$ cat config.mk
export PLATFORM = sky130hd
export DESIGN_NAME = uart_tx_serializer_flat
export DESIGN_NICKNAME = d
export VERILOG_FILES = /design/src/rtl/uart_tx_serializer_if.sv /design/src/rtl/uart_tx_serializer.sv /design/src/flat_wrapper.sv
export SDC_FILE = /design/constraint.sdc
export NUM_CORES = 1
export LEC_CHECK = 0
export BUFFER_PORTS_ARGS = -buffer_cell sky130_fd_sc_hd__buf_2
export CORE_MARGIN = 10
export CORE_UTILIZATION = 50
export CTS_BUF_LIST = sky130_fd_sc_hd__clkbuf_4 sky130_fd_sc_hd__clkbuf_8
export DETAILED_ROUTE_END_ITERATION = 6
export PLACE_DENSITY = 0.76
export SLEW_MARGIN = 20
export SYNTH_ARGS = -nofsm -noshare
export SYNTH_HDL_FRONTEND = slang
export SYNTH_SLANG_ARGS = --single-unit
$ cat constraint.sdc
create_clock -name clk -period 2.6 [get_ports clk]
set_input_delay 0.26 -clock clk [delete_from_list [all_inputs] [get_ports clk]]
set_output_delay 0.26 -clock clk [all_outputs]
set_load 0.02 [all_outputs]
$ cat src/rtl/uart_tx_serializer_if.sv
// ---------------------------------------------------------------------------
// uart_tx_serializer_if
//
// Handshake between the transmit serializer and the first-word-fall-through
// TX FIFO that feeds it.
//
//   fifo_empty : FIFO has no data (driven by the FIFO)
//   fifo_data  : head-of-FIFO word, valid whenever fifo_empty is low
//   fifo_pop   : one-cycle pop strobe (driven by the serializer)
//
// Modports:
//   master : serializer side, consumes words and issues pops
//   slave  : FIFO side, presents words and accepts pops
// ---------------------------------------------------------------------------
interface uart_tx_serializer_if #(
    parameter int DATA_W = 8
);
    logic              fifo_empty;
    logic [DATA_W-1:0] fifo_data;
    logic              fifo_pop;

    modport master (
        input  fifo_empty,
        input  fifo_data,
        output fifo_pop
    );

    modport slave (
        output fifo_empty,
        output fifo_data,
        input  fifo_pop
    );
endinterface

$ cat src/rtl/uart_tx_serializer.sv
// ---------------------------------------------------------------------------
// uart_tx_serializer
//
// Pops words from the TX FIFO and shifts them out as asynchronous serial
// frames: start bit, DATA_W data bits LSB first, optional parity bit, then
// STOP_BITS stop periods. One bit period is divisor+1 clock cycles, with the
// divisor captured when the word is popped and held for the whole frame.
//
// Ports:
//   clk        : system clock, rising edge
//   rst        : asynchronous active-high reset
//   enable_i   : transmit enable, gates the start of new frames only
//   divisor_i  : baud divisor, bit period = divisor_i+1 cycles
//   fifo       : FIFO handshake (empty / data in, pop out)
//   tx_o       : registered serial output, idle high
//   busy_o     : frame in progress
//   tx_done_o  : one-cycle pulse on the last cycle of the final stop bit
// ---------------------------------------------------------------------------
module uart_tx_serializer #(
    parameter int DATA_W     = 8,
    parameter int PARITY_EN  = 0,
    parameter int PARITY_ODD = 0,
    parameter int STOP_BITS  = 1
) (
    input  logic                  clk,
    input  logic                  rst,
    input  logic                  enable_i,
    input  logic [7:0]            divisor_i,
    uart_tx_serializer_if.master  fifo,
    output logic                  tx_o,
    output logic                  busy_o,
    output logic                  tx_done_o
);

    typedef enum logic [2:0] {
        S_IDLE,
        S_START,
        S_DATA,
        S_PARITY,
        S_STOP
    } state_t;

    localparam logic [2:0] LAST_DATA = 3'(DATA_W - 1);
    localparam logic [2:0] LAST_STOP = 3'(STOP_BITS - 1);
    localparam logic       ODD_SENSE = (PARITY_ODD != 0);

    state_t            state_q;
    logic [7:0]        baud_q;
    logic [7:0]        div_q;
    logic [2:0]        bit_q;
    logic [DATA_W-1:0] shift_q;
    logic [DATA_W-1:0] shift_d;
    logic              parity_q;
    logic              tx_q;
    logic              busy_q;

    logic              baud_end;
    logic              last_stop;
    logic              pop_w;

    assign baud_end  = (baud_q == div_q);
    assign last_stop = (state_q == S_STOP) && baud_end && (bit_q == LAST_STOP);
    assign shift_d   = shift_q >> 1;

    // A new word may be taken when idle or in the very last cycle of a frame,
    // which is what makes consecutive frames run back-to-back. The pop is
    // gated by rst so that a FIFO with data cannot be drained while held in
    // reset.
    assign pop_w = !rst && enable_i && !fifo.fifo_empty &&
                   ((state_q == S_IDLE) || last_stop);

    assign fifo.fifo_pop = pop_w;
    assign tx_o          = tx_q;
    assign busy_o        = busy_q;
    assign tx_done_o     = last_stop;

    // Frame sequencer. tx_q is loaded with the level of the state/bit being
    // entered, so the line changes one cycle after each transition decision.
    // Parity is taken from the whole word at load time because the shift
    // register is consumed as the data bits go out.
    always_ff @(posedge clk or posedge rst) begin
        if (rst) begin
            state_q  <= S_IDLE;
            tx_q     <= 1'b1;
            busy_q   <= 1'b0;
            baud_q   <= '0;
            bit_q    <= '0;
            shift_q  <= '0;
            div_q    <= '0;
            parity_q <= 1'b0;
        end else if (pop_w) begin
            state_q  <= S_START;
            tx_q     <= 1'b0;
            busy_q   <= 1'b1;
            baud_q   <= '0;
            bit_q    <= '0;
            shift_q  <= fifo.fifo_data;
            div_q    <= divisor_i;
            parity_q <= (^fifo.fifo_data) ^ ODD_SENSE;
        end else begin
            case (state_q)
                S_IDLE: begin
                    tx_q   <= 1'b1;
                    busy_q <= 1'b0;
                end

                S_START: begin
                    if (baud_end) begin
                        baud_q  <= '0;
                        state_q <= S_DATA;
                        tx_q    <= shift_q[0];
                    end else begin
                        baud_q <= baud_q + 8'd1;
                    end
                end

                S_DATA: begin
                    if (baud_end) begin
                        baud_q  <= '0;
                        shift_q <= shift_d;
                        if (bit_q == LAST_DATA) begin
                            bit_q <= '0;
                            if (PARITY_EN != 0) begin
                                state_q <= S_PARITY;
                                tx_q    <= parity_q;
                            end else begin
                                state_q <= S_STOP;
                                tx_q    <= 1'b1;
                            end
                        end else begin
                            bit_q <= bit_q + 3'd1;
                            tx_q  <= shift_d[0];
                        end
                    end else begin
                        baud_q <= baud_q + 8'd1;
                    end
                end

                S_PARITY: begin
                    if (baud_end) begin
                        baud_q  <= '0;
                        bit_q   <= '0;
                        state_q <= S_STOP;
                        tx_q    <= 1'b1;
                    end else begin
                        baud_q <= baud_q + 8'd1;
                    end
                end

                S_STOP: begin
                    if (baud_end) begin
                        baud_q <= '0;
                        if (bit_q == LAST_STOP) begin
                            bit_q   <= '0;
                            state_q <= S_IDLE;
                            busy_q  <= 1'b0;
                            tx_q    <= 1'b1;
                        end else begin
                            bit_q <= bit_q + 3'd1;
                        end
                    end else begin
                        baud_q <= baud_q + 8'd1;
                    end
                end

                default: begin
                    state_q <= S_IDLE;
                    tx_q    <= 1'b1;
                    busy_q  <= 1'b0;
                end
            endcase
        end
    end

endmodule

$ cat src/flat_wrapper.sv
// flat-port wrapper written by rule: the top's interface ports become plain ports
module uart_tx_serializer_flat 
#(
    parameter int DATA_W     = 8,
    parameter int PARITY_EN  = 0,
    parameter int PARITY_ODD = 0,
    parameter int STOP_BITS  = 1
)
  (clk, rst, enable_i, divisor_i, tx_o, busy_o, tx_done_o, fifo_fifo_empty, fifo_fifo_data, fifo_fifo_pop);
  uart_tx_serializer_if #(.DATA_W(DATA_W)) fifo_i ();
  input  logic clk;
  input  logic rst;
  input  logic enable_i;
  input  logic [7:0] divisor_i;
  output logic tx_o;
  output logic busy_o;
  output logic tx_done_o;
  input wire logic [$bits(fifo_i.fifo_empty)-1:0] fifo_fifo_empty;
  input wire logic [$bits(fifo_i.fifo_data)-1:0] fifo_fifo_data;
  output wire logic [$bits(fifo_i.fifo_pop)-1:0] fifo_fifo_pop;
  assign fifo_i.fifo_empty = fifo_fifo_empty;
  assign fifo_i.fifo_data = fifo_fifo_data;
  assign fifo_fifo_pop = fifo_i.fifo_pop;
  uart_tx_serializer #(.DATA_W(DATA_W), .PARITY_EN(PARITY_EN), .PARITY_ODD(PARITY_ODD), .STOP_BITS(STOP_BITS)) u_core (.clk(clk), .rst(rst), .enable_i(enable_i), .divisor_i(divisor_i), .fifo(fifo_i), .tx_o(tx_o), .busy_o(busy_o), .tx_done_o(tx_done_o));
endmodule
==> flow_summary_export.csv, run 1 <==
group,metric,value,unit
outcome,run_status,"completed",
logic_synthesis,synth_top_area_cell,"dfrtp_1",
floorplan,placeableCoreArea,0.00342,mm²
logic_synthesis,async_flop_share,1.00,
logic_synthesis,synth.most_common_cell,"dfrtp_1",
sta,fmax,395,MHz
detailed_routing,wirelength,3920,µm
pwr,finalPower,2.09,mW
detailed_routing,vias,1405,
sta,slew_viol_final,0,
logic_synthesis,yosysSeqAreaShare,0.444,
finish,fin_area,0.00204,mm²
logic_synthesis,synthFlopType,"dfrtp_1",
logic_synthesis,syn-mean-instance-area,10.4,µm²
placed_design,port_buffers,23,
pwr,power_density,1020,mW/mm²
logic_synthesis,syn-num-nets,197,
logic_synthesis,synth_edf_count,0,
clock_network,holdBufCountCts,0,
logic_synthesis,yosys.area.top_type_share,0.429,
hold_path,hold_class,"in -> async",
logic_synthesis,synth_cells,173,
finish,final_util,0.597,
sta,totalNegativeSetupSlack,0,ns
grt,grt_antenna_before_repair,0,
worst_setup_path,cpPeakStageDelay,0.52,ns
detailed_routing,drtPass1Iterations,4,
worst_setup_path,worstSetupEndpointType,"output port",
worst_setup_path,cp.required,2.34,ns
grt,grt_pass1_vias,1447,
grt,track_usage,0.126,
sta,min_period_over_period,0.975,
clock_network,clock_path_buffers,2,
finish,drive_gt1_frac,0.283,
floorplan,ios,24,
floorplan,die-area,0.00642,mm²
placed_design,dpl-instance-area,0.00194,mm²
detailed_routing,drt_iter0_drc,92,
clock_network,htree_levels,2,
sta,fin_worst_skew,0.00731,ns
finish,diodes,0,
sta,hold_viol,0,
detailed_routing,wl_per_cell,16.1,µm
sta,tightest_slew,0.432,ns
clock_network,cts-root-buf,"clkbuf_4",
worst_setup_path,critPathMaxFanout,12,
grt,grt-ovfl-total,0,
worst_setup_path,crit_type,"reg -> out",
pwr,p_leak,0.880,nW
clock_network,clk_pin_slew,0.10,ns
clock_network,cts_num_sinks,32,
worst_setup_path,path_cells,"nor3b_1, nand2_1, nor4_2, or2_4, buf_2",
worst_setup_path,cp-start-kind,"flip-flop",
job,drv_cap,0,
placed_design,gp_congestion,0.899,
finish,nets,221,
floorplan,die_y,80.1,µm
worst_setup_path,cp_slowest_cell,"dfrtp_1",
worst_setup_path,critPathArrivalTime,2.27,ns
clock_network,clock_latency,0.34,ns
detailed_routing,ant_nets,0,
sta,max_slew_margin,0.709,
sta,fin_crit,2.53,ns
logic_synthesis,yosysWarningCount,0,
logic_synthesis,yosys.cell_types.count,42,
logic_synthesis,synth-seq-cells,32,
grt,grt_max_degree,33,
clock_network,numCtsBuffers,5,
detailed_routing,vias_per_cell,5.76,
sta,setup_viol,0,
grt,grt_pass1_wl,6550,µm
floorplan,initial_core_util,0.529,
pwr,ir_drop,536,µV
logic_synthesis,synth.area.top_cells,"dfrtp_1 (43%), mux2_2 (6.2%), xnor2_1 (5.3%)",
worst_setup_path,critPathBufInv,1,
logic_synthesis,yosys-top-cells-count,"dfrtp_1 (31), nor2_1 (14), xnor2_1 (11)",
sta,whs,0.0167,ns
finish,syn_to_final_growth,13.0,%
clock_network,tritoncts,"built",
floorplan,die_w,80.1,µm
placed_design,dpl.hpwl,2820,µm
worst_setup_path,worst_path_dominant_cell_family,"simple AND/OR/NAND/NOR gates",
detailed_routing,drc,0,
logic_synthesis,synth_area,0.00181,mm²
floorplan,rows,21,
==> worst paths after layout <==
check / start / to / slack [ns] / cells past startpoint
hold / removal: rst / u_core.baud_q[0] / 0.02 / 3
max in group asynchronous: rst / u_core.tx_o / 2.25 / 3
setup / recovery: u_core.state_q[0] / fifo_fifo_pop / 0.07 / 5
hold reg to reg: u_core.busy_o / u_core.busy_o / 0.53 / 1
setup reg to reg: u_core.state_q[0] / u_core.shift_q[4] / 0.37 / 6
min in group clk: fifo_fifo_data[7] / u_core.shift_q[7] / 0.15 / 3
==> report_power, final <==
group,leakage (nW),switching [mW],internal [mW],total (mW)
combinational,0.425,0.366,0.377,0.743
sequential,0.404,0.213,0.703,0.916
clock,0.0515,0.172,0.255,0.427
total,0.880,0.750,1.34,2.09
==> cells in the final DEF, fill, tap and decap left out, types with 2 or more instances in the layout <==
master	count
dfrtp_1	31
buf_2	23
nor2_1	14
xnor2_1	11
nand2_1	10
o21ai_0	10
mux2_2	10
inv_1	8
o21a_1	7
a221o_1	7
nand3_1	5
nor3_1	5
clkbuf_4	5
buf_4	5
a211oi_1	4
ha_1	4
nor3b_1	3
a21oi_1	3
a31oi_1	3
or3_1	2
nand4_1	2
nor2b_1	2
a31o_2	2
o31ai_1	2
clkbuf_8	2
==> routing by layer <==
layer / global-route usage / part of all wire / vias up
met5: 0 / 0 / -
met4: 0.0599 / 0.022 / 0
met3: 0.0423 / 0.072 / 11
met2: 0.194 / 0.46 / 52
met1: 0.154 / 0.45 / 669
li1: - / - / 673
==> logic make-up after synthesis <==
kind of cell    synth area share
compound gates             0.166
xor+xnor                  0.0686
fa+ha+maj                 0.0277
buf+inv                   0.0609
flops                      0.444
mux                       0.0679
simple gates               0.165
==> timing repair <==
item	CTS	global route
resized for setup	0	1
setup buffers	0	0
endpoints found under the setup margin	0	1
==> tightest hold or removal path, delay by kind of cell <==
| family | cells | cell delay [ns] |
|---|---|---|
| buf+inv | 3 | 0.52 |
==> sequential cells by signal, summed over array words and instances (netlist names) <==
register,cells
u_core.baud_q,8
u_core.shift_q,8
u_core.busy_o,1
u_core.tx_o,1
u_core.state_q,3
u_core.bit_q,3
u_core.div_q,8
==> area by class of cell <==
class | count | area (µm²)
Multi-Input combinational cell | 122 | 903
Clock inverter | 1 | 30.0
Fill cell | 301 | 1380
Tap cell | 46 | 57.6
Sequential cell | 32 | 802
Clock buffer | 7 | 65.1
Timing Repair Buffer | 28 | 153
Inverter | 8 | 30.0
==> stage by stage <==
| step | setup slack (ns) | std cells |
|---|---|---|
| global route | -0.0164 | 244 |
| CTS | 0.0159 | 243 |
| floorplan | 0.355 | 173 |
| finish | 0.0656 | 244 |
| detailed placement | 0.388 | 235 |
| global placement | 0.468 | 235 |
No activity file was read; power rests on OpenSTA's default activity.
==> inputs of run 2 (changes only) <==
CORE_UTILIZATION = 59   (was 50)
PLACE_DENSITY = 0.86   (was 0.76)
SLEW_MARGIN = 10   (was 20)
==> run 2 against run 1 <==
Flip-flop and latch count is the same. Register-to-register slack better by 0.08 ns. First-iteration DRC count down 2.2%. Highest routed layer unchanged. Die area fell by 12%. Non-clock buffer count stayed put. Final area shrank 1.6%. Cell count is 5.7% lower.
==> flow_summary_export.csv, run 2 (synthesis results as in run 1) <==
group,metric,value,unit
outcome,run_status,"completed",
floorplan,die_w,75.3,µm
pwr,power_density,998,mW/mm²
pwr,finalPower,2.00,mW
placed_design,gp_congestion,0.906,
sta,fin_worst_skew,0.00907,ns
finish,largestRegisters,"u_core.baud_q: 8 flops, u_core.div_q: 8 flops, u_core.shift_q: 8 flops",
grt,grt_max_degree,33,
sta,hold_viol,0,
clock_network,cts_num_sinks,32,
worst_setup_path,critPathMaxFanout,10,
worst_setup_path,cp_slowest_cell,"dfrtp_1",
pwr,ir_drop,559,µV
clock_network,clock_latency,0.34,ns
clock_network,htree_levels,2,
detailed_routing,wirelength,4100,µm
worst_setup_path,worstSetupEndpointType,"output port",
sta,fmax,406,MHz
grt,grt_pass1_vias,1482,
worst_setup_path,critPathBufInv,1,
clock_network,holdBufCountCts,0,
worst_setup_path,r2r_slack,0.45,ns
sta,fin_crit,2.46,ns
hold_path,hold_class,"in -> async",
grt,grt_pass1_wl,6910,µm
detailed_routing,vias,1457,
finish,final.fill_count,232,
finish,final_cell_mix,"dfrtp_1 (31), buf_2 (23), nor2_1 (14)",
placed_design,dp_slack,0.394,ns
sta,rsz0062_at_grt,"false",
floorplan,rows,20,
worst_setup_path,crit_type,"reg -> out",
floorplan,ios,24,
worst_setup_path,r2r_cells,6,
placed_design,port_buffers,23,
pwr,p_leak,0.880,nW
clock_network,clk_pin_slew,0.10,ns
placed_design,dp_cells,222,
sta,slew_viol_final,0,
finish,nets,221,
worst_setup_path,cp-start-kind,"flip-flop",
grt,grt-ovfl-total,0,
clock_network,cts-root-buf,"clkbuf_4",
floorplan,die-area,0.00568,mm²
detailed_routing,wl_per_cell,17.8,µm
worst_setup_path,worst_path_dominant_cell_family,"simple AND/OR/NAND/NOR gates",
placed_design,dpl-instance-area,0.00192,mm²
worst_setup_path,reg2reg_to,"u_core.shift_q[1]",
finish,fin_area,0.00201,mm²
clock_network,tritoncts,"built",
sta,totalNegativeSetupSlack,0,ns
worst_setup_path,path_cells,"xnor2_1, nand4_1, nor4_4, or2_4, buf_2",
sta,tightest_slew,0.482,ns
worst_setup_path,cpPeakStageDelay,0.48,ns
finish,drive_gt1_frac,0.284,
finish,syn_to_final_growth,11.1,%
finish,final_common_cell,"dfrtp_1",
sta,setup_viol,0,
worst_setup_path,cp.required,2.34,ns
detailed_routing,vias_per_cell,6.33,
worst_setup_path,r2r_start,"u_core.baud_q[0]",
detailed_routing,drtPass1Iterations,4,
grt,track_usage,0.160,
sta,max_slew_margin,0.675,
sta,min_period_over_period,0.947,
placed_design,dpl.hpwl,2880,µm
finish,diodes,0,
detailed_routing,drt_iter0_drc,90,
floorplan,die_y,75.3,µm
floorplan,placeableCoreArea,0.00300,mm²
job,drv_cap,0,
finish,layout.cells.non_filler,230,
clock_network,clock_path_buffers,2,
floorplan,initial_core_util,0.602,
detailed_routing,ant_nets,0,
detailed_routing,drc,0,
clock_network,numCtsBuffers,5,
grt,grt_antenna_before_repair,0,
worst_setup_path,critPathArrivalTime,2.20,ns
sta,finalWorstSetupSlack,0.137,ns
[run 2: changes by cell type in the layout (fill, tap and decap cells not counted)]
cell / before / now
nor4_4: 0 / 1
nor3b_2: 0 / 1
nor3b_1: 3 / 2
nor4_2: 1 / 0
bufinv_16: 1 / 0
[run 2: worst max-delay path by stage]
stage	start	end	slack, ns	cells after the start
finish	u_core.baud_q[0]	fifo_fifo_pop	0.14	5
CTS	u_core.state_q[0]	fifo_fifo_pop	0.002	5
detailed placement	u_core.state_q[0]	u_core.div_q[3]	0.39	5
global route	u_core.baud_q[0]	fifo_fifo_pop	0.02	5
global placement	u_core.baud_q[5]	fifo_fifo_pop	0.48	5
floorplan	rst	u_core.div_q[0]	0.36	6
[run 2: power breakdown]
group	total (mW)	switching [mW]	internal [mW]	leakage [nW]
Clock	0.329	0.175	0.153	0.0374
Sequential	0.921	0.218	0.703	0.404
Combinational	0.754	0.376	0.378	0.438
[run 2: area by class of cell]
| type | instances | area (µm²) | area share |
|---|---|---|---|
| clock buffer | 7 | 65.1 | 0.0324 |
| inverter | 8 | 30.0 | 0.0150 |
| multi-input combinational | 122 | 917 | 0.457 |
| sequential | 32 | 802 | 0.399 |
| tap | 33 | 41.3 | 0.0206 |
| timing repair buffer | 28 | 153 | 0.0760 |
[run 2: worst min-delay path, cell delays in order]
cell	delay, ns
buf_2	0.10
inv_1	0.06
buf_4	0.36
[run 2: routing by layer]
layer | routed length [µm] | share of wire | up-vias | GRT usage
li1 | - | - | 670 | -
met1 | 1740 | 0.42 | 706 | 0.197
met2 | 2020 | 0.49 | 71 | 0.248
met3 | 262 | 0.064 | 10 | 0.0521
met4 | 82 | 0.020 | 0 | 0.0763
met5 | 0 | 0 | - | 0
[run 2: repair_timing]
action / CTS / global route
setup buffers: 0 / 0
gates resized for setup: 0 / 3
setup endpoints to repair: 0 / 1
[run 2: metrics by stage]
step                      utilization  hold WS (ns)
after global routing            0.669        0.0446
after detailed placement        0.640         0.404
final                           0.669        0.0146
after global placement          0.640         0.390
after CTS                       0.661        0.0276
after floorplan                     -         0.384
